===== src/rtl/servo_cmd_master_if.sv =====
// rtl/servo_cmd_master_if.sv - command stream and Avalon-MM write bus for servo_cmd_master
interface servo_cmd_master_if #(
    parameter int ADDR_W = 2,
    parameter int DATA_W = 32
);
    logic              cmd_valid;
    logic              cmd_ready;
    logic [ADDR_W-1:0] cmd_addr;
    logic [DATA_W-1:0] cmd_data;
    logic [ADDR_W-1:0] avm_address;
    logic              avm_write;
    logic [DATA_W-1:0] avm_writedata;
    logic              avm_waitrequest;
    logic              avm_writeresponsevalid;
    logic [1:0]        avm_response;

    // Seen from the write master: takes commands, drives the Avalon write.
    modport master (
        input  cmd_valid, cmd_addr, cmd_data,
        input  avm_waitrequest, avm_writeresponsevalid, avm_response,
        output cmd_ready, avm_address, avm_write, avm_writedata
    );

    // Seen from the command producer and the servo slave.
    modport slave (
        output cmd_valid, cmd_addr, cmd_data,
        output avm_waitrequest, avm_writeresponsevalid, avm_response,
        input  cmd_ready, avm_address, avm_write, avm_writedata
    );
endinterface


===== src/rtl/servo_cmd_master.sv =====
// rtl/servo_cmd_master.sv - single-write Avalon-MM master for the servo IP, optional response timeout via SERVO_CMD_MASTER_TIMEOUT_EN
module servo_cmd_master #(
    parameter int ADDR_W      = 2,
    parameter int DATA_W      = 32,
    parameter int TIMEOUT_CYC = 1024
) (
    input  logic                clk,
    input  logic                reset_n,
    servo_cmd_master_if.master  bus,
    output logic                done,
    output logic                resp_err,
    output logic                timed_out,
    output logic [7:0]          err_count
);

    typedef enum logic [1:0] {
        IDLE  = 2'd0,
        WRITE = 2'd1,
        RESP  = 2'd2
    } state_t;

    state_t            state;
    logic              avm_write_q;
    logic [ADDR_W-1:0] avm_address_q;
    logic [DATA_W-1:0] avm_writedata_q;
    logic [7:0]        err_count_inc;
    logic              resp_bad;

    // A timeout window shorter than two cycles cannot be represented.
    if (TIMEOUT_CYC < 2) begin : g_timeout_cyc_check
        $error("servo_cmd_master: TIMEOUT_CYC must be at least 2");
    end

    // Only one command is ever in flight, so ready simply means idle.
    assign bus.cmd_ready     = (state == IDLE);
    assign bus.avm_write     = avm_write_q;
    assign bus.avm_address   = avm_address_q;
    assign bus.avm_writedata = avm_writedata_q;

    assign resp_bad      = (bus.avm_response != 2'b00);
    assign err_count_inc = (err_count == 8'hFF) ? err_count : err_count + 8'd1;

`ifdef SERVO_CMD_MASTER_TIMEOUT_EN
    localparam int CNT_W = $clog2(TIMEOUT_CYC);
    localparam logic [CNT_W-1:0] TMO_LAST = CNT_W'(TIMEOUT_CYC - 1);

    logic             timed_out_q;
    logic [CNT_W-1:0] tmo_cnt;

    assign timed_out = timed_out_q;
`else
    assign timed_out = 1'b0;
`endif

    // Transfer sequencer: accept command, hold the write until taken, await the response.
    always_ff @(posedge clk) begin
        if (!reset_n) begin
            state           <= IDLE;
            avm_write_q     <= 1'b0;
            avm_address_q   <= '0;
            avm_writedata_q <= '0;
            done            <= 1'b0;
            resp_err        <= 1'b0;
            err_count       <= 8'd0;
`ifdef SERVO_CMD_MASTER_TIMEOUT_EN
            timed_out_q     <= 1'b0;
            tmo_cnt         <= '0;
`endif
        end else begin
            done <= 1'b0;
            case (state)
                IDLE: begin
                    if (bus.cmd_valid) begin
                        avm_address_q   <= bus.cmd_addr;
                        avm_writedata_q <= bus.cmd_data;
                        avm_write_q     <= 1'b1;
                        state           <= WRITE;
                    end
                end
                WRITE: begin
                    if (!bus.avm_waitrequest) begin
                        avm_write_q <= 1'b0;
                        state       <= RESP;
`ifdef SERVO_CMD_MASTER_TIMEOUT_EN
                        tmo_cnt     <= '0;
`endif
                    end
                end
                RESP: begin
                    // A response arriving on the final timeout cycle still wins.
                    if (bus.avm_writeresponsevalid) begin
                        done     <= 1'b1;
                        resp_err <= resp_bad;
                        if (resp_bad) begin
                            err_count <= err_count_inc;
                        end
`ifdef SERVO_CMD_MASTER_TIMEOUT_EN
                        timed_out_q <= 1'b0;
`endif
                        state <= IDLE;
                    end
`ifdef SERVO_CMD_MASTER_TIMEOUT_EN
                    else if (tmo_cnt == TMO_LAST) begin
                        done        <= 1'b1;
                        resp_err    <= 1'b1;
                        timed_out_q <= 1'b1;
                        err_count   <= err_count_inc;
                        state       <= IDLE;
                    end else begin
                        tmo_cnt <= tmo_cnt + CNT_W'(1);
                    end
`endif
                end
                default: begin
                    avm_write_q <= 1'b0;
                    state       <= IDLE;
                end
            endcase
        end
    end

endmodule


===== src/flat_wrapper.sv =====
// flat-port wrapper written by rule: the top's interface ports become plain ports
module servo_cmd_master_flat 
#(
    parameter int ADDR_W      = 2,
    parameter int DATA_W      = 32,
    parameter int TIMEOUT_CYC = 1024
)
  (clk, reset_n, done, resp_err, timed_out, err_count, bus_cmd_valid, bus_cmd_addr, bus_cmd_data, bus_avm_waitrequest, bus_avm_writeresponsevalid, bus_avm_response, bus_cmd_ready, bus_avm_address, bus_avm_write, bus_avm_writedata);
  servo_cmd_master_if #(.ADDR_W(ADDR_W), .DATA_W(DATA_W)) bus_i ();
  input  logic clk;
  input  logic reset_n;
  output logic done;
  output logic resp_err;
  output logic timed_out;
  output logic [7:0] err_count;
  input wire logic [$bits(bus_i.cmd_valid)-1:0] bus_cmd_valid;
  input wire logic [$bits(bus_i.cmd_addr)-1:0] bus_cmd_addr;
  input wire logic [$bits(bus_i.cmd_data)-1:0] bus_cmd_data;
  input wire logic [$bits(bus_i.avm_waitrequest)-1:0] bus_avm_waitrequest;
  input wire logic [$bits(bus_i.avm_writeresponsevalid)-1:0] bus_avm_writeresponsevalid;
  input wire logic [$bits(bus_i.avm_response)-1:0] bus_avm_response;
  output wire logic [$bits(bus_i.cmd_ready)-1:0] bus_cmd_ready;
  output wire logic [$bits(bus_i.avm_address)-1:0] bus_avm_address;
  output wire logic [$bits(bus_i.avm_write)-1:0] bus_avm_write;
  output wire logic [$bits(bus_i.avm_writedata)-1:0] bus_avm_writedata;
  assign bus_i.cmd_valid = bus_cmd_valid;
  assign bus_i.cmd_addr = bus_cmd_addr;
  assign bus_i.cmd_data = bus_cmd_data;
  assign bus_i.avm_waitrequest = bus_avm_waitrequest;
  assign bus_i.avm_writeresponsevalid = bus_avm_writeresponsevalid;
  assign bus_i.avm_response = bus_avm_response;
  assign bus_cmd_ready = bus_i.cmd_ready;
  assign bus_avm_address = bus_i.avm_address;
  assign bus_avm_write = bus_i.avm_write;
  assign bus_avm_writedata = bus_i.avm_writedata;
  servo_cmd_master #(.ADDR_W(ADDR_W), .DATA_W(DATA_W), .TIMEOUT_CYC(TIMEOUT_CYC)) u_core (.clk(clk), .reset_n(reset_n), .bus(bus_i), .done(done), .resp_err(resp_err), .timed_out(timed_out), .err_count(err_count));
endmodule

===== config.mk =====
export PLATFORM = sky130hd
export DESIGN_NAME = servo_cmd_master_flat
export DESIGN_NICKNAME = d
export VERILOG_FILES = /design/src/rtl/servo_cmd_master_if.sv /design/src/rtl/servo_cmd_master.sv /design/src/flat_wrapper.sv
export SDC_FILE = /design/constraint.sdc
export NUM_CORES = 1
export LEC_CHECK = 0
export CORE_ASPECT_RATIO = 1.4
export CORE_MARGIN = 1.5
export CORE_UTILIZATION = 43
export DETAILED_ROUTE_END_ITERATION = 12
export PLACE_DENSITY = 0.8
export SYNTH_ARGS = -nofsm -noshare
export SYNTH_HDL_FRONTEND = slang
export SYNTH_SLANG_ARGS = --single-unit

===== constraint.sdc =====
create_clock -name clk -period 4.3 [get_ports clk]
set_input_delay 0.645 -clock clk [delete_from_list [all_inputs] [get_ports clk]]
set_output_delay 0.645 -clock clk [all_outputs]
set_load 0.1 [all_outputs]

# [After elaboration in Yosys (flattened, before gate mapping)]
# Index checks and enable logic that the tools add are counted.
[totals] register_bits=47 output_inout_bits=47 elab_cells=32
[op_classes] n_addsub=1 n_eq_ne=6 n_mux=8 bitwise=2 reduce_logical=8
[op_table] op="adder 8 x 1 -> 8 bit (second input constant)" count=1
[op_table] op="equality test 8 bit (second input constant)" count=1
[op_table] op="2-to-1 mux 2 bit" count=3
[op_table] op="!= test 2 bit (second input constant)" count=3
[op_table] op="one-hot mux 2 bit (3 select lines)" count=1
[op_table] op="AND reduction 2 bit" count=3
[op_table] op="AND reduction 3 bit" count=2
[op_table] op="AND reduction 4 bit" count=1
[op_table] op="2-to-1 mux 1 bit" count=3
[op_table] op="one-hot mux 1 bit (3 select lines)" count=1
[op_table] op="equality test 2 x 1 -> 1 bit (second input constant)" count=1
[op_table] op="equality test 2 bit (second input constant)" count=1
[op_table] op="zero test 2 bit" count=1
[op_table] op="inverter 1 bit" count=2
[op_table] op="nonzero test 2 bit" count=1

# [Longest topological paths before layout]
# Gate-level depths: netlist of the first run.
[depth] word_depth=3 depth_mapped=6

# [Worst setup path after synthesis of the first run]
# No wires, ideal clock.
[synth_path] kind="reg2out" from="register u_core.state[1]" to="output port bus_cmd_ready" t_arrival_ns=1.688 t_required_ns=3.655 path_slack_ns=1.967 stages_incl_launch_ff=3 path_buffers=1 cell_sequence="dfxtp_1 -> buf_4 -> nor2_1"
[synth_between] elab_chain_cells=1
[synth_rtl] element="start, declared" line_no="servo_cmd_master.sv:22" source="state_t state;"
[synth_rtl] element="start signal, assigned" line_no="servo_cmd_master.sv:58" source="state <= IDLE;"
[synth_rtl] element="start signal, assigned" line_no="servo_cmd_master.sv:77" source="state <= WRITE;"
[synth_rtl] element="start signal, assigned" line_no="servo_cmd_master.sv:83" source="state <= RESP;"
[synth_rtl] element="zero test 2 bit" line_no="servo_cmd_master.sv:35" source="assign bus.cmd_ready = (state == IDLE);"
[synth_rtl] element="end, declared" line_no="flat_wrapper.sv:22" source="output wire logic [$bits(bus_i.cmd_ready)-1:0] bus_cmd_ready;"
# No other way between the ends.

# [Worst setup path after layout of the first run]
# Ends and elaborated chain as after synthesis.

==> impl_results.html, run 1 <==
<table>
<tr><th>Metric</th><th>Value</th></tr>
<tr><th colspan="2">Status</th></tr>
<tr><td>Run status</td><td>finished, violations left</td></tr>
<tr><td>Failing checks</td><td>design-rule violations</td></tr>
<tr><th colspan="2">STA</th></tr>
<tr><td>Number of setup violations in the final report</td><td>0</td></tr>
<tr><td>Number of failing hold endpoints at the final stage</td><td>0</td></tr>
<tr><td>Slew at the pin closest to its max-slew limit</td><td>1.006 ns</td></tr>
<tr><td>Final max-slew violation count</td><td>0</td></tr>
<tr><td>Final worst clock skew</td><td>0.002124 ns</td></tr>
<tr><td>Normalized max-slew margin</td><td>0.3270</td></tr>
<tr><td>Upper clock frequency limit</td><td>387.7 MHz</td></tr>
<tr><td>Fin Setup TNS</td><td>0 ns</td></tr>
<tr><td>Period utilization</td><td>0.5998</td></tr>
<tr><td>Min cycle time layout</td><td>2.579 ns</td></tr>
<tr><td>RSZ-0062 raised after global routing</td><td>false</td></tr>
<tr><th colspan="2">Critical path</th></tr>
<tr><td>Data arrival time of the critical path</td><td>1.93 ns</td></tr>
<tr><td>Critical path data required time</td><td>3.65 ns</td></tr>
<tr><td>CP endpoint kind</td><td>output port</td></tr>
<tr><td>FF-to-FF path depth</td><td>5</td></tr>
<tr><td>Startpoint Class</td><td>flop</td></tr>
<tr><td>Peak fanout along the critical path</td><td>9</td></tr>
<tr><td>Worst setup path class</td><td>flop to output port</td></tr>
<tr><th colspan="2">Cells and area</th></tr>
<tr><td>Relative area change from synthesis to final layout</td><td>52.57%</td></tr>
<tr><td>Number of fillers in the final layout</td><td>339</td></tr>
<tr><td>Final non-filler cell total</td><td>342</td></tr>
<tr><td>Layout Nets</td><td>341</td></tr>
<tr><td>Antenna diode count</td><td>0</td></tr>
<tr><td>Share of post-route cells with drive strength above 1</td><td>0.04013</td></tr>
<tr><th colspan="2">Hold path</th></tr>
<tr><td>Hold-critical path depth</td><td>2</td></tr>
<tr><td>Min-delay worst type</td><td>flop to flop</td></tr>
<tr><th colspan="2">Logic synthesis</th></tr>
<tr><td>Synthesized netlist net count</td><td>263</td></tr>
<tr><td>Register bit count reported by yosys</td><td>47</td></tr>
<tr><td>Post-synthesis cell area</td><td>1802 sq um</td></tr>
<tr><td>Commonest cells in the netlist</td><td>71 x sky130_fd_sc_hd__nand2_1, 47 x sky130_fd_sc_hd__dfxtp_1, 44 x sky130_fd_sc_hd__a21oi_1</td></tr>
<tr><td>Proportion of register bits with asynchronous set or reset after synthesis</td><td>0</td></tr>
<tr><td>Number of different library cells in the post-synthesis netlist</td><td>35</td></tr>
<tr><td>Yosys warns</td><td>0</td></tr>
<tr><td>Share of the synthesized area in the top cell type</td><td>0.5222</td></tr>
<tr><td>Flip-flop cell with the highest count after synthesis</td><td>sky130_fd_sc_hd__dfxtp_1</td></tr>
<tr><td>Largest area contributor in the netlist</td><td>sky130_fd_sc_hd__dfxtp_1</td></tr>
<tr><td>Post-synthesis sequential area ratio</td><td>0.5222</td></tr>
<tr><td>Top cells by area in the synthesized netlist</td><td>sky130_fd_sc_hd__dfxtp_1 52%, sky130_fd_sc_hd__nand2_1 15%, sky130_fd_sc_hd__a21oi_1 12%</td></tr>
<tr><td>Synthesized instance count</td><td>221</td></tr>
<tr><td>Most frequent cell after synthesis</td><td>sky130_fd_sc_hd__nand2_1</td></tr>
<tr><td>Post-Synthesis Mean Instance Area</td><td>8.153 sq um</td></tr>
<tr><td>Number of enable-type register cells in the synthesized netlist</td><td>0</td></tr>
<tr><th colspan="2">CTS</th></tr>
<tr><td>Level count of the clock H-tree</td><td>2</td></tr>
<tr><td>Post-CTS resize count</td><td>0</td></tr>
<tr><td>Setup repair bufs after CTS</td><td>0</td></tr>
<tr><td>Clk Latency, worst-skew pair</td><td>0.30 ns</td></tr>
<tr><td>Clk pin slew, worst setup/hold paths</td><td>0.08 ns</td></tr>
<tr><td>Clock tree root buffer cell</td><td>sky130_fd_sc_hd__clkbuf_8</td></tr>
<tr><td>Sinks on the clock net</td><td>47</td></tr>
<tr><td>Inserted Clock Buffers</td><td>5</td></tr>
<tr><td>Clock tree from TritonCTS</td><td>yes</td></tr>
<tr><td>CTS Hold Buffers Added</td><td>0</td></tr>
<tr><td>Buffers from clock root to sink, at most</td><td>2</td></tr>
<tr><th colspan="2">Global routing</th></tr>
<tr><td>Met1 GRT Util</td><td>0.2298</td></tr>
<tr><td>Busiest layer in global routing</td><td>met2</td></tr>
<tr><td>Global-route wire length before repair</td><td>6824 um</td></tr>
<tr><td>Met2 routing resource usage after global routing</td><td>0.3091</td></tr>
<tr><td>Total Routing Usage GR</td><td>0.1914</td></tr>
<tr><td>Largest net degree at the start of global routing</td><td>46</td></tr>
<tr><td>Initial antenna violation count</td><td>0</td></tr>
<tr><td>Met3 track demand over resource</td><td>0.05186</td></tr>
<tr><td>Vias in the first global route</td><td>1470</td></tr>
<tr><td>Total overflow reported by the global router</td><td>0</td></tr>
<tr><th colspan="2">Drt</th></tr>
<tr><td>First DRT Iteration DRCs</td><td>86</td></tr>
<tr><td>Number of vias per cell</td><td>5.047</td></tr>
<tr><td>Number of iterations in the first detailed-routing pass</td><td>8</td></tr>
<tr><td>Routed vias</td><td>1726</td></tr>
<tr><td>Detailed-route wire length</td><td>4349 um</td></tr>
<tr><td>Remaining antenna violation count</td><td>0</td></tr>
<tr><td>DRC viols</td><td>9</td></tr>
<tr><td>Drt wl/cell</td><td>12.72 um</td></tr>
<tr><th colspan="2">Place</th></tr>
<tr><td>Gp weighted congestion</td><td>0.7630</td></tr>
<tr><td>Inst Count DP</td><td>335</td></tr>
<tr><td>Detailed placement HPWL</td><td>2926 um</td></tr>
<tr><td>Port-buffer cells</td><td>86</td></tr>
<tr><th colspan="2">Pwr</th></tr>
<tr><td>Power density over cell area</td><td>398.5 nW/um^2</td></tr>
<tr><td>Worst vdd ir</td><td>0.2577 mV</td></tr>
<tr><td>Leak pwr</td><td>0.9730 nW</td></tr>
<tr><th colspan="2">Floorplanning</th></tr>
<tr><td>Number of placement rows</td><td>27</td></tr>
<tr><td>Initial Util</td><td>0.4520</td></tr>
<tr><td>Total Die Area</td><td>4593 sq um</td></tr>
<tr><td>Chip Width</td><td>57.71 um</td></tr>
<tr><td>Area inside the core boundary</td><td>3986 sq um</td></tr>
<tr><td>Overall die height</td><td>79.59 um</td></tr>
<tr><td>Top-Level Pins</td><td>88</td></tr>
<tr><th colspan="2">Job</th></tr>
<tr><td>Max Cap Viol</td><td>0</td></tr>
</table>
-- registers in the layout, summed over array words and instances (netlist names) --
name,flops
u_core.err_count,8
u_core.bus.avm_address,2
u_core.bus.avm_writedata,32
u_core.done,1
u_core.state,2
u_core.resp_err,1
u_core.bus.avm_write,1
-- through the flow --
stage / hold WS, ns / util / power [mW] / setup slack [ns] / cell area, sq um
finish: 0.4533 / 0.6896 / 1.095 / 1.721 / 2749
global route: 0.4700 / 0.6896 / 1.136 / 1.649 / 2749
CTS: 0.4581 / 0.6896 / 1.106 / 1.707 / 2749
detailed placement: 0.4465 / 0.6638 / 0.7964 / 1.948 / 2646
global placement: 0.4405 / 0.6638 / 0.7936 / 2.031 / 2646
floorplan: 0.5121 / - / 0.7064 / 1.967 / 1802
-- power by group --
part,internal [mW],switching (mW),total [mW]
Clock,0.170,0.140,0.311
Combinational,0.0865,0.227,0.313
Sequential,0.458,0.0128,0.471
-- routing by layer --
metal,part of all wire,vias to the layer above,wire (um)
met1,0.41,765,1779
li1,-,886,-
met5,0,-,0
met4,0.029,0,125
met2,0.48,66,2078
met3,0.084,9,366
-- final cells by class --
type	count	area (sq um)	area share
sequential	47	940.9	0.3423
tap	43	53.80	0.01957
timing repair buffer	86	860.8	0.3132
clock inverter	1	30.03	0.01092
clock buffer	6	72.57	0.02640
multi-input combinational	154	772.0	0.2808
inverter	5	18.77	0.006827
-- final timing paths --
path,from,endpoint,slack (ns)
setup / recovery,u_core.state[1],bus_cmd_ready,1.72
hold / removal,u_core.bus.avm_writedata[0],u_core.bus.avm_writedata[0],0.45
setup reg to reg,u_core.err_count[0],u_core.err_count[1],2.64
hold reg to reg,u_core.bus.avm_writedata[0],u_core.bus.avm_writedata[0],0.45
-- layout by cell type, fill, tap and decap left out, types with 2 or more instances in the layout --
master / n
sky130_fd_sc_hd__a21oi_1: 44
sky130_fd_sc_hd__inv_1: 4
sky130_fd_sc_hd__nand3_1: 2
sky130_fd_sc_hd__clkbuf_8: 5
sky130_fd_sc_hd__o41ai_1: 2
sky130_fd_sc_hd__nor2_1: 5
sky130_fd_sc_hd__dfxtp_1: 47
sky130_fd_sc_hd__o31ai_1: 3
sky130_fd_sc_hd__clkdlybuf4s50_1: 86
sky130_fd_sc_hd__o21ai_0: 2
sky130_fd_sc_hd__or4_1: 4
sky130_fd_sc_hd__nand2_1: 71
-- worst max-delay path, cell delays in order (launching register included) --
cell and delay (ns):
sky130_fd_sc_hd__dfxtp_1 0.38, sky130_fd_sc_hd__nor2_1 0.12, sky130_fd_sc_hd__clkdlybuf4s50_1 1.13
-- logic make-up after synthesis --
group	share of synthesized area
DFF	0.5222
muxes	0.005556
AOI/OAI and AO/OA	0.1778
adders and majority gates	0.006943
buffers and inverters	0.04930
other	0.002081
and+or+nand+nor	0.2361
Note: power is estimated with default switching activity, not from simulation.
==> inputs of run 2 (changes only) <==
CORE_UTILIZATION = 36   (was 43)
PLACE_DENSITY = 0.71   (was 0.8)
clock period = 2.1 ns   (was 4.3 ns; I/O delays follow)
==> run 2 against run 1 <==
Flip-flop and latch count unchanged. Routed wire length rose by 4.4%. Via count grew 1.2%. Critical endpoint is now u_core.err_count[6]. Clock skew increased by 0.00095 ns. Largest power group unchanged. The flow now finishes without violations. Worst hold slack improved by 0.0040 ns. Critical path type is now input port to flop. Highest routed layer unchanged.
==> impl_results.html, run 2 (same netlist as run 1, synthesis figures left out) <==
<table>
<tr><th>Metric</th><th>Value</th></tr>
<tr><th colspan="2">CTS</th></tr>
<tr><td>Clk pin slew, worst setup/hold paths</td><td>0.08 ns</td></tr>
<tr><td>Level count of the clock H-tree</td><td>2</td></tr>
<tr><td>Clk Latency, worst-skew pair</td><td>0.29 ns</td></tr>
<tr><td>Clock tree from TritonCTS</td><td>yes</td></tr>
<tr><td>Setup repair bufs after CTS</td><td>0</td></tr>
<tr><td>Post-CTS resize count</td><td>0</td></tr>
<tr><td>Buffers from clock root to sink, at most</td><td>2</td></tr>
<tr><td>Clock tree root buffer cell</td><td>sky130_fd_sc_hd__clkbuf_8</td></tr>
<tr><td>Sinks on the clock net</td><td>47</td></tr>
<tr><td>CTS Hold Buffers Added</td><td>0</td></tr>
<tr><td>Inserted Clock Buffers</td><td>5</td></tr>
<tr><th colspan="2">STA</th></tr>
<tr><td>Setup WS post-layout</td><td>0.5012 ns</td></tr>
<tr><td>Final max-slew violation count</td><td>0</td></tr>
<tr><td>RSZ-0062 raised after global routing</td><td>false</td></tr>
<tr><td>Number of failing hold endpoints at the final stage</td><td>0</td></tr>
<tr><td>Upper clock frequency limit</td><td>625.5 MHz</td></tr>
<tr><td>Number of setup violations in the final report</td><td>0</td></tr>
<tr><td>Period utilization</td><td>0.7613</td></tr>
<tr><td>Final worst clock skew</td><td>0.003072 ns</td></tr>
<tr><td>Normalized max-slew margin</td><td>0.6094</td></tr>
<tr><td>Fin Setup TNS</td><td>0 ns</td></tr>
<tr><td>WHS</td><td>0.4574 ns</td></tr>
<tr><td>Min cycle time layout</td><td>1.599 ns</td></tr>
<tr><td>Slew at the pin closest to its max-slew limit</td><td>0.5838 ns</td></tr>
<tr><th colspan="2">Pwr</th></tr>
<tr><td>Net switching power</td><td>791.4 uW</td></tr>
<tr><td>Sequential power share</td><td>0.420</td></tr>
<tr><td>Net switching share of the total power</td><td>0.3442</td></tr>
<tr><td>Cell Int Power</td><td>1.508 mW</td></tr>
<tr><td>Final Power</td><td>2.299 mW</td></tr>
<tr><td>Relative contribution of combinational cells to total power</td><td>0.285</td></tr>
<tr><td>Power density over cell area</td><td>832.2 nW/um^2</td></tr>
<tr><td>Worst vdd ir</td><td>0.3562 mV</td></tr>
<tr><td>Portion of total power attributed to the clock network</td><td>0.295</td></tr>
<tr><td>Leak pwr</td><td>1.109 nW</td></tr>
<tr><th colspan="2">Hold path</th></tr>
<tr><td>Hold-critical path depth</td><td>2</td></tr>
<tr><td>Min-delay worst type</td><td>flop to flop</td></tr>
<tr><th colspan="2">Place</th></tr>
<tr><td>Detailed placement HPWL</td><td>3172 um</td></tr>
<tr><td>Worst slack at placement</td><td>0.2046 ns</td></tr>
<tr><td>Port-buffer cells</td><td>86</td></tr>
<tr><td>Gp weighted congestion</td><td>0.7440</td></tr>
<tr><th colspan="2">Drt</th></tr>
<tr><td>Number of iterations in the first detailed-routing pass</td><td>4</td></tr>
<tr><td>First DRT Iteration DRCs</td><td>119</td></tr>
<tr><td>Number of vias per cell</td><td>4.722</td></tr>
<tr><td>Detailed-route wire length</td><td>4542 um</td></tr>
<tr><td>DRC viols</td><td>0</td></tr>
<tr><td>Drt wl/cell</td><td>12.28 um</td></tr>
<tr><td>Remaining antenna violation count</td><td>0</td></tr>
<tr><td>Routed vias</td><td>1747</td></tr>
<tr><th colspan="2">Critical path</th></tr>
<tr><td>Worst setup path class</td><td>input port to flop</td></tr>
<tr><td>FF-to-FF path depth</td><td>5</td></tr>
<tr><td>Peak per-stage delay on the critical path</td><td>0.52 ns</td></tr>
<tr><td>CP Cell Sequence</td><td>clkdlybuf4s50_1 &gt; and3b_2 &gt; o21ai_2 &gt; or4_1 &gt; a21oi_1</td></tr>
<tr><td>Peak fanout along the critical path</td><td>10</td></tr>
<tr><td>Critical Path Slowest Stage Cell</td><td>sky130_fd_sc_hd__clkdlybuf4s50_1</td></tr>
<tr><td>CP endpoint kind</td><td>flop</td></tr>
<tr><td>Startpoint Class</td><td>input port</td></tr>
<tr><td>Data arrival time of the critical path</td><td>1.82 ns</td></tr>
<tr><td>Worst setup slack for register-to-register paths</td><td>0.53 ns</td></tr>
<tr><td>Critical path data required time</td><td>2.32 ns</td></tr>
<tr><th colspan="2">Global routing</th></tr>
<tr><td>Total Routing Usage GR</td><td>0.1658</td></tr>
<tr><td>Met1 GRT Util</td><td>0.2096</td></tr>
<tr><td>Global-route wire length before repair</td><td>7245 um</td></tr>
<tr><td>Busiest layer in global routing</td><td>met2</td></tr>
<tr><td>Met3 track demand over resource</td><td>0.04026</td></tr>
<tr><td>Initial antenna violation count</td><td>0</td></tr>
<tr><td>Vias in the first global route</td><td>1589</td></tr>
<tr><td>Total overflow reported by the global router</td><td>0</td></tr>
<tr><td>Met2 routing resource usage after global routing</td><td>0.2845</td></tr>
<tr><td>Largest net degree at the start of global routing</td><td>46</td></tr>
<tr><th colspan="2">Floorplanning</th></tr>
<tr><td>Total Die Area</td><td>5444 sq um</td></tr>
<tr><td>Top-Level Pins</td><td>88</td></tr>
<tr><td>Chip Width</td><td>62.79 um</td></tr>
<tr><td>Overall die height</td><td>86.71 um</td></tr>
<tr><td>Area inside the core boundary</td><td>4842 sq um</td></tr>
<tr><td>Number of placement rows</td><td>30</td></tr>
<tr><td>Initial Util</td><td>0.3721</td></tr>
<tr><th colspan="2">Cells and area</th></tr>
<tr><td>Multi-input combinational cell area</td><td>772.0 sq um</td></tr>
<tr><td>Number of fillers in the final layout</td><td>460</td></tr>
<tr><td>Max reg flops</td><td>32</td></tr>
<tr><td>Layout Nets</td><td>347</td></tr>
<tr><td>Antenna diode count</td><td>0</td></tr>
<tr><td>Commonest cells after routing, fill and taps aside</td><td>71 x sky130_fd_sc_hd__nand2_1, 49 x sky130_fd_sc_hd__buf_4, 44 x sky130_fd_sc_hd__a21oi_1</td></tr>
<tr><td>Relative area change from synthesis to final layout</td><td>53.33%</td></tr>
<tr><td>Share of post-route cells with drive strength above 1</td><td>0.2288</td></tr>
<tr><td>Sequential cell area in the final layout</td><td>945.9 sq um</td></tr>
<tr><td>Most common cell after layout, fill and taps aside</td><td>sky130_fd_sc_hd__nand2_1</td></tr>
<tr><td>Share of the core filled with cells in the final layout</td><td>0.5705</td></tr>
<tr><th colspan="2">Status</th></tr>
<tr><td>Run status</td><td>finished clean</td></tr>
<tr><th colspan="2">Job</th></tr>
<tr><td>Max Cap Viol</td><td>0</td></tr>
</table>
-- run 2: path summary, 6_finish.rpt --
| check | startpoint | end |
|---|---|---|
| hold reg to reg | u_core.bus.avm_writedata[26] | u_core.bus.avm_writedata[26] |
| setup / recovery | bus_avm_writeresponsevalid | u_core.err_count[6] |
| setup reg to reg | u_core.err_count[0] | u_core.err_count[4] |
| hold / removal | u_core.bus.avm_writedata[26] | u_core.bus.avm_writedata[26] |
-- run 2: power by group through the flow --
stage / sequential, mW / clock [mW] / combinational, mW
floorplan: 1.31 / 0 / 0.135
global route: 0.973 / 0.731 / 0.688
finish: 0.966 / 0.677 / 0.656
detailed placement: 0.987 / 0 / 0.659
CTS: 0.966 / 0.706 / 0.661
global placement: 0.985 / 0 / 0.657
-- run 2: layer usage --
layer | share of wire | wire length [um]
met2 | 0.48 | 2171
met5 | 0 | 0
met3 | 0.055 | 252
met4 | 0.0059 | 27
met1 | 0.46 | 2090
-- run 2: critical path, delay by kind of cell --
kind | cells | cell delay [ns]
and+or+nand+nor | 2 | 0.67
buffers and inverters | 1 | 0.52
AOI/OAI and AO/OA | 2 | 0.32
-- run 2: layout make-up --
cell class              count  area share
flip-flops and latches     47      0.3424
repair buffers             92      0.2998
multi-input cells         154      0.2794
clock buffers               6     0.02989
well taps                  64     0.02899
clock inverters             2     0.01268
inverters                   5    0.006793
-- run 2: stage by stage --
stage               cells  area (sq um)
CTS                   370          2763
finish                370          2763
global route          370          2763
global placement      362          2645
floorplan             221          1807
detailed placement    362          2645
==> inputs of run 3 (changes only) <==
clock period = 1.47 ns   (was 2.1 ns; I/O delays follow)
==> run 3 against run 2 <==
The run now ends with negative setup slack left. Die area is the same. Clock skew up 0.00077 ns. Combinational power grew 72%. Worst hold slack better by 0.0075 ns. Clock power rose by 29%. Sequential share of layout area down 6.3 points. Routed wire length is 11% higher. Non-clock buffer count is 10 higher. Setup slack got worse by 0.51 ns. Largest cell class is now buffers.
==> impl_results.html, run 3 (same netlist as run 1, synthesis figures left out) <==
<table>
<tr><th>Metric</th><th>Value</th></tr>
<tr><th colspan="2">Status</th></tr>
<tr><td>Run status</td><td>finished, violations left</td></tr>
<tr><td>Failing checks</td><td>negative setup slack</td></tr>
<tr><th colspan="2">Place</th></tr>
<tr><td>Port-buffer cells</td><td>86</td></tr>
<tr><td>Detailed placement HPWL</td><td>3770 um</td></tr>
<tr><td>Placed Area</td><td>3331 sq um</td></tr>
<tr><td>Worst slack at placement</td><td>-0.2791 ns</td></tr>
<tr><td>Gp weighted congestion</td><td>0.7746</td></tr>
<tr><td>Inst Count DP</td><td>372</td></tr>
<tr><th colspan="2">Drt</th></tr>
<tr><td>First DRT Iteration DRCs</td><td>74</td></tr>
<tr><td>Routed vias</td><td>1814</td></tr>
<tr><td>DRC viols</td><td>0</td></tr>
<tr><td>Remaining antenna violation count</td><td>0</td></tr>
<tr><td>Detailed-route wire length</td><td>5059 um</td></tr>
<tr><td>Number of vias per cell</td><td>4.774</td></tr>
<tr><td>Number of iterations in the first detailed-routing pass</td><td>4</td></tr>
<tr><td>Drt wl/cell</td><td>13.31 um</td></tr>
<tr><th colspan="2">Global routing</th></tr>
<tr><td>Initial antenna violation count</td><td>0</td></tr>
<tr><td>Total Routing Usage GR</td><td>0.1857</td></tr>
<tr><td>Global-route wire length before repair</td><td>7866 um</td></tr>
<tr><td>Vias in the first global route</td><td>1632</td></tr>
<tr><td>Largest net degree at the start of global routing</td><td>35</td></tr>
<tr><td>Total overflow reported by the global router</td><td>0</td></tr>
<tr><th colspan="2">STA</th></tr>
<tr><td>Setup WS post-layout</td><td>-0.008431 ns</td></tr>
<tr><td>Number of failing hold endpoints at the final stage</td><td>0</td></tr>
<tr><td>Final max-slew violation count</td><td>0</td></tr>
<tr><td>RSZ-0062 raised after global routing</td><td>true</td></tr>
<tr><td>Upper clock frequency limit</td><td>676.4 MHz</td></tr>
<tr><td>Period utilization</td><td>1.006</td></tr>
<tr><td>Number of setup violations in the final report</td><td>1</td></tr>
<tr><td>WHS</td><td>0.4649 ns</td></tr>
<tr><td>Fin Setup TNS</td><td>-0.008431 ns</td></tr>
<tr><td>Final worst clock skew</td><td>0.003843 ns</td></tr>
<tr><td>Min cycle time layout</td><td>1.478 ns</td></tr>
<tr><th colspan="2">Critical path</th></tr>
<tr><td>Worst setup path class</td><td>input port to flop</td></tr>
<tr><td>Data arrival time of the critical path</td><td>1.70 ns</td></tr>
<tr><td>Startpoint Class</td><td>input port</td></tr>
<tr><td>Peak fanout along the critical path</td><td>4</td></tr>
<tr><td>CP endpoint kind</td><td>flop</td></tr>
<tr><td>Critical path data required time</td><td>1.69 ns</td></tr>
<tr><th colspan="2">CTS</th></tr>
<tr><td>Sinks on the clock net</td><td>47</td></tr>
<tr><td>Setup repair bufs after CTS</td><td>0</td></tr>
<tr><td>Clk Latency, worst-skew pair</td><td>0.30 ns</td></tr>
<tr><td>Clk pin slew, worst setup/hold paths</td><td>0.09 ns</td></tr>
<tr><td>Inserted Clock Buffers</td><td>5</td></tr>
<tr><td>CTS Hold Buffers Added</td><td>0</td></tr>
<tr><td>Buffers from clock root to sink, at most</td><td>2</td></tr>
<tr><td>Clock tree from TritonCTS</td><td>yes</td></tr>
<tr><td>Clock tree root buffer cell</td><td>sky130_fd_sc_hd__clkbuf_8</td></tr>
<tr><td>Level count of the clock H-tree</td><td>2</td></tr>
<tr><th colspan="2">Pwr</th></tr>
<tr><td>Final Power</td><td>3.408 mW</td></tr>
<tr><td>Power density over cell area</td><td>985.8 nW/um^2</td></tr>
<tr><td>Leak pwr</td><td>1.301 nW</td></tr>
<tr><td>Portion of total power attributed to the clock network</td><td>0.257</td></tr>
<tr><td>Relative contribution of combinational cells to total power</td><td>0.333</td></tr>
<tr><td>Worst vdd ir</td><td>0.6490 mV</td></tr>
<tr><td>Cell Int Power</td><td>2.213 mW</td></tr>
<tr><td>Net switching power</td><td>1.195 mW</td></tr>
<tr><td>Sequential power share</td><td>0.410</td></tr>
<tr><td>Net switching share of the total power</td><td>0.3506</td></tr>
<tr><th colspan="2">Floorplanning</th></tr>
<tr><td>Overall die height</td><td>86.71 um</td></tr>
<tr><td>Number of placement rows</td><td>30</td></tr>
<tr><td>Total Die Area</td><td>5444 sq um</td></tr>
<tr><td>Chip Width</td><td>62.79 um</td></tr>
<tr><td>Top-Level Pins</td><td>88</td></tr>
<tr><td>Area inside the core boundary</td><td>4842 sq um</td></tr>
<tr><td>Initial Util</td><td>0.3721</td></tr>
<tr><th colspan="2">Cells and area</th></tr>
<tr><td>Number of fillers in the final layout</td><td>352</td></tr>
<tr><td>Share of post-route cells with drive strength above 1</td><td>0.2880</td></tr>
<tr><td>Max reg flops</td><td>32</td></tr>
<tr><td>Final non-filler cell total</td><td>380</td></tr>
<tr><td>Most common cell after layout, fill and taps aside</td><td>sky130_fd_sc_hd__nand2_1</td></tr>
<tr><td>Commonest cells after routing, fill and taps aside</td><td>71 x sky130_fd_sc_hd__nand2_1, 49 x sky130_fd_sc_hd__buf_12, 42 x sky130_fd_sc_hd__a21oi_1</td></tr>
<tr><td>Layout Cell Area excl Fill</td><td>3457 sq um</td></tr>
<tr><td>Relative area change from synthesis to final layout</td><td>91.88%</td></tr>
<tr><td>Antenna diode count</td><td>0</td></tr>
<tr><td>Share of the core filled with cells in the final layout</td><td>0.7140</td></tr>
<tr><td>Layout Nets</td><td>357</td></tr>
<tr><th colspan="2">Hold path</th></tr>
<tr><td>Min-delay worst type</td><td>input port to flop</td></tr>
<tr><th colspan="2">Job</th></tr>
<tr><td>Max Cap Viol</td><td>0</td></tr>
</table>
[run 3: cell count changes in the layout (fill, tap and decap cells not counted), moves of 4 or more]
| cell | previous run | this run |
|---|---|---|
| sky130_fd_sc_hd__buf_12 | 3 | 49 |
| sky130_fd_sc_hd__dfxtp_4 | 0 | 6 |
| sky130_fd_sc_hd__dfxtp_1 | 43 | 39 |
| sky130_fd_sc_hd__buf_4 | 49 | 13 |
[run 3: final timing paths]
kind	from	end	slack (ns)	cells past startpoint
min	bus_cmd_data[5]	u_core.bus.avm_writedata[5]	0.46	3
max	bus_avm_writeresponsevalid	u_core.err_count[3]	-0.008	5
max reg2reg	u_core.err_count[1]	u_core.err_count[3]	0.03	5
min reg2reg	u_core.bus.avm_writedata[22]	u_core.bus.avm_writedata[22]	0.49	2
[run 3: cell type report]
class / count / area (sq um) / share of cell area
Clock buffer: 6 / 93.84 / 0.02714
Clock inverter: 2 / 13.76 / 0.003981
Inverter: 5 / 18.77 / 0.005429
Multi-Input combinational cell: 154 / 805.8 / 0.2331
Sequential cell: 47 / 965.9 / 0.2794
Tap cell: 64 / 80.08 / 0.02316
Timing Repair Buffer: 102 / 1479 / 0.4278
[run 3: worst max-delay path: stages]
cell and delay, ns:
sky130_fd_sc_hd__clkdlybuf4s50_1 0.48, sky130_fd_sc_hd__and3b_2 0.24, sky130_fd_sc_hd__o2111ai_4 0.15, sky130_fd_sc_hd__or4_1 0.44, sky130_fd_sc_hd__a21oi_2 0.16
[run 3: metal layers]
metal  up-vias  global-route usage  routed length [um]
met5         -                   0                   0
li1        925                   -                   -
met1       820              0.2185                2212
met2        64              0.3304                2580
met3         5             0.04805                 219
met4         0             0.05859                  46
[run 3: what timing repair did]
action	in CTS	in global routing
setup endpoints to repair	4	3
gates resized for setup	1	5
cloned	0	0
pin swaps	0	1
[run 3: power groups by stage]
stage	clock network, mW	registers, mW	logic, mW
final	0.876	1.40	1.13
after global placement	0	1.43	1.13
after floorplan	0	1.86	0.194
after global routing	0.941	1.41	1.18
after CTS	0.896	1.40	1.14
after detailed placement	0	1.43	1.14
==> variant 1, RTL diff (settings of run 3) <==
`DATA_W` is set to 32 in 3 places; all go to 16.
--- a/src/rtl/servo_cmd_master_if.sv
+++ b/src/rtl/servo_cmd_master_if.sv
@@ -1,7 +1,7 @@
 // rtl/servo_cmd_master_if.sv - command stream and Avalon-MM write bus for servo_cmd_master
 interface servo_cmd_master_if #(
     parameter int ADDR_W = 2,
-    parameter int DATA_W = 32
+    parameter int DATA_W = 16
 );
     logic              cmd_valid;
     logic              cmd_ready;
--- a/src/rtl/servo_cmd_master.sv
+++ b/src/rtl/servo_cmd_master.sv
@@ -1,7 +1,7 @@
 // rtl/servo_cmd_master.sv - single-write Avalon-MM master for the servo IP, optional response timeout via SERVO_CMD_MASTER_TIMEOUT_EN
 module servo_cmd_master #(
     parameter int ADDR_W      = 2,
-    parameter int DATA_W      = 32,
+    parameter int DATA_W      = 16,
     parameter int TIMEOUT_CYC = 1024
 ) (
     input  logic                clk,
--- a/src/flat_wrapper.sv
+++ b/src/flat_wrapper.sv
@@ -2,7 +2,7 @@
 module servo_cmd_master_flat 
 #(
     parameter int ADDR_W      = 2,
-    parameter int DATA_W      = 32,
+    parameter int DATA_W      = 16,
     parameter int TIMEOUT_CYC = 1024
 )
   (clk, reset_n, done, resp_err, timed_out, err_count, bus_cmd_valid, bus_cmd_addr, bus_cmd_data, bus_avm_waitrequest, bus_avm_writeresponsevalid, bus_avm_response, bus_cmd_ready, bus_avm_address, bus_avm_write, bus_avm_writedata);
Ports: changed (resized bus_avm_writedata and bus_cmd_data); port bits go from 88 to 56. The function was not compared with the original's and may differ.
==> variant 1 against run 3 <==
- worst setup slack better by 16 ps
- wire length shrank 31%
- first-iteration DRC count is 78% lower
- sequential cell count shrank 16
- design area fell by 32%
- register-to-register slack lost 20 ps
- non-clock buffer count fell by 35
- total power is 36% lower
- area after synthesis is 31% lower
- utilization decreased by 1.6 points
- count of clock-buffer cells in the layout rose by 1
- clock power decreased by 30%
- via count fell by 29%
- critical path type is now reg2reg
- largest power group unchanged
- highest routed layer unchanged
==> variant 1: results (changes against run 3) <==
| Metric | Value |
|---|---|
| Sequential fraction of design power | 41.4% (+0.4 points) |
| Slowest stage delay, CP | 510 ps (+30 ps) |
| Wl on met1 | 1210 microns (-45%) |
| Leakage | 0.890 nW (-32%) |
| Pre-CTS setup slack | -264 ps (+15.6 ps) |
| Outcome | finished, final reports clean |
| Int Pwr | 1.46 mW (-34%) |
| Drt wl/cell | 13.8 microns (+4.0%) |
| Count of different cell masters after synthesis | 38 (+8.6%) |
| Fin cells | 253 (-33%) |
| IO buf count | 54 (-37%) |
| Largest net degree at the start of global routing | 19 (-46%) |
| Met2 wire len | 1970 microns (-24%) |
| Seq pwr | 907 uW (-35%) |
| Net Count, Synth | 174 (-34%) |
| Number of global-route vias before repair | 1269 (-22%) |
| Area of placed instances | 2210 sq um (-34%) |
| Clk_skew | 6.16 ps (+2.32 ps) |
| Clock Pin Slew Worst Setup and Hold Paths | 60 ps (-30 ps) |
| Synth area leaders | dfxtp_1, nand2_1, a21oi_1 |
| Share of layout cells above drive strength 1 | 31.5% (+2.7 points) |
| Synth cell count leaders | nand2_1, dfxtp_1, a21oi_1 |
| Slowest CP cell | or4_4 |
| WP data arrival | 1670 ps (-30 ps) |
| CP max FO | 6 (+2) |
| DP Wirelength | 2630 microns (-30%) |
| Max FFs per register | 16 (-50%) |
| Avg Cell Area, Syn | 8.38 sq um (+2.8%) |
| Vias/cell | 5.07 (+6.2%) |
| # fillers | 242 (-31%) |
| Die width | 52.6 microns (-16%) |
| Clock power share | 28.1% (+2.4 points) |
variant 1: cell count changes in the layout (fill, tap and decap cells not counted), moves of 2 or more:
cell and delta:
nor2_1 +4, clkdlybuf4s50_1 -17, or4_1 -2, dfxtp_4 +2, dfxtp_1 -16, buf_12 -19, dfxtp_2 -2, nand2_1 -33
clkbuf_1 +2, a21oi_1 -18
variant 1: cell type report:
class | instances | share of cell area, %
Clock inverter | 1 | 0.214
Tap cell | 40 | 2.14
Multi-Input combinational cell | 104 | 25.7
Inverter | 3 | 0.482
Sequential cell | 31 | 27.9
Timing Repair Buffer | 67 | 40.3
Clock buffer | 7 | 3.27
variant 1: final timing paths:
kind | cells past startpoint | slack [ps] | from | end
worst min-delay path | 5 | 410 | bus_avm_writeresponsevalid | u_core.state[1]
worst max-delay path | 5 | 7 | u_core.err_count[0] | u_core.err_count[5]
worst max register to register | 5 | 7 | u_core.err_count[0] | u_core.err_count[5]
worst min register to register | 2 | 490 | u_core.bus.avm_writedata[10] | u_core.bus.avm_writedata[10]
variant 1: worst reg2reg max path, stage by stage (launching register included):
cell and delay, ps:
dfxtp_4 350, ha_4 170, nand3_4 90, o221ai_4 130
or4_4 510, a21oi_2 130
variant 1: per-layer routing:
metal	track usage [%]	up-vias
li1	-	625
met1	18.7	587
met2	35.1	59
met3	5.76	12
met4	7.98	0
met5	0	-
variant 1: cells by family (layout without fill, tap and decap cells):
logic type | Yosys count | after routing | synth area share [%]
xor gates and xnor gates | 2 | 2 | 1.41
buffers and inverters | 13 | 78 | 6.26
DFF | 31 | 31 | 50.1
and+or+nand+nor | 64 | 64 | 23.7
other | 1 | 1 | 0.302
adders and majority gates | 1 | 1 | 1.01
AOI/OAI and AO/OA | 35 | 35 | 16.4
muxes | 1 | 1 | 0.807
==> variant 2, RTL diff (config.mk and constraints of run 3) <==
Made on the original files. Encoding of `state_t`: now one-hot (3 bits for 3 states).
--- a/src/rtl/servo_cmd_master.sv
+++ b/src/rtl/servo_cmd_master.sv
@@ -13,10 +13,10 @@
     output logic [7:0]          err_count
 );
 
-    typedef enum logic [1:0] {
-        IDLE  = 2'd0,
-        WRITE = 2'd1,
-        RESP  = 2'd2
+    typedef enum logic [2:0] {
+        IDLE  = 3'b001,
+        WRITE = 3'b010,
+        RESP  = 3'b100
     } state_t;
 
     state_t            state;
Behaviour: no difference found for any inputs over 10 cycles, from zero or initial values and one cycle with reset_n low; not proved beyond that.
==> variant 2 against run 3 <==
- the flow still finishes with violations (setup timing)
- sequential cell count up 1
- area after synthesis up 2.0%
- worst setup slack worse by 280 ps
- register-to-register slack worse by 320 ps
- non-clock buffer count up 18
- total power up 2.9%
- clock skew about the same
- wire length up 10%
- design area up 7.6%
- largest cell class unchanged
==> variant 2: results (changes against run 3) <==
| Metric | Value |
|---|---|
| Drt initial violations | 54 (-27%) |
| Avg Cell Area, Syn | 8.13 sq um (-0.24%) |
| Synth area leaders | dfxtp_1, nand2_1, a21oi_1 |
| Async SR Flop Fraction | 0% (unchanged) |
| Leakage | 1.45 nW (+12%) |
| CP max FO | 5 (+1) |
| Slowest CP cell | a2111o_1 |
| Number of global-route vias before repair | 1903 (+17%) |
| GPL Wtd Cong | 0.818 (+5.6%) |
| Global-route wire length before repair | 8540 microns (+8.5%) |
| Fin cells | 404 (+6.3%) |
| Sequential area share after synthesis | 52.3% (+0.058 points) |
| Setup slack after layout | -289 ps (-281 ps) |
| Synth Area in Compound Gates | 15.0% (-2.7 points) |
| Total Routing Usage GR | 19.3% (+0.77 points) |
| Clk_skew | 3.78 ps (-0.0675 ps) |
| Pre-CTS setup slack | -372 ps (-93.2 ps) |
| DP Wirelength | 3990 microns (+5.8%) |
| Net Count, Synth | 268 (+1.9%) |
| Pre-Repair DR Iteration Count | 4 (unchanged) |
| Slowest stage delay, CP | 410 ps (-70 ps) |
| # fillers | 343 (-2.6%) |
| Final setup viols | 7 (+6) |
| Comb pwr share | 34.5% (+1.2 points) |
| Drt wl/cell | 13.8 microns (+3.7%) |
| TNS Setup | -843 ps (-834 ps) |
| # nets final | 381 (+6.7%) |
| Switching pwr | 1.23 mW (+2.8%) |
| Clock-net power | 871 uW (-0.6%) |
| Post-Place Cells | 387 (+4.0%) |
| Vias/cell | 4.82 (+0.96%) |
| Synth Area in Adders | 0.681% (-0.014 points) |
| Failing checks | setup timing |
| Area of placed instances | 3470 sq um (+4.3%) |
| Share of layout cells above drive strength 1 | 32.9% (+4.1 points) |
| WP data arrival | 1940 ps (+240 ps) |
| Outcome | finished with violations |
| Count of different cell masters after synthesis | 33 (-5.7%) |
| Post-Synth XOR/XNOR Area | 0.953% (+0.95 points) |
| Max FFs per register | 32 (unchanged) |
| Synth cell count leaders | nand2_1, dfxtp_1, a21oi_1 |
| Maximum VDD drop | 0.000762 V (+17%) |
variant 2: final cells by class:
cell class                 count  area, sq um  area share, %
timing repair buffer         120         1660           44.5
sequential                    48          998           26.8
tap                           64         80.1           2.15
multi-input combinational    162          873           23.5
inverter                       2         7.51          0.202
clock buffer                   6         93.8           2.52
clock inverter                 2         11.3          0.303
variant 2: worst max-delay path: cells and delay by family (launching register included):
family                   cells  cell delay (ps)
AO/OA/AOI/OAI                3              800
flip-flops                   1              360
AND/OR/NAND/NOR              1              170
buffers and inverters        1              160
adder cells (fa/ha/maj)      1              150
variant 2: what timing repair did:
item                                    in CTS  in global routing
endpoints found under the setup margin       5                 22
setup buffers                                2                  5
gates cloned                                 0                  2
pin swaps                                    3                  4
resized for setup                            7                  7
variant 2: worst paths after layout:
| kind | from | to | slack (ps) | cells past startpoint |
|---|---|---|---|---|
| setup / recovery | u_core.err_count[1] | u_core.err_count[7] | -290 | 6 |
| hold / removal | bus_cmd_data[18] | u_core.bus.avm_writedata[18] | 460 | 3 |
| setup reg to reg | u_core.err_count[1] | u_core.err_count[7] | -290 | 6 |
| hold reg to reg | u_core.bus.avm_writedata[29] | u_core.bus.avm_writedata[29] | 490 | 2 |
variant 2: per-layer routing:
| layer | wire, microns | GRT usage (%) | vias up | part of all wire (%) |
|---|---|---|---|---|
| met5 | 0 | 0 | - | 0 |
| met4 | 82 | 6.32 | 0 | 1.5 |
| met3 | 428 | 7.71 | 10 | 7.7 |
| met2 | 3010 | 34.6 | 82 | 54 |
| met1 | 2060 | 20.8 | 886 | 37 |
| li1 | - | - | 969 | - |
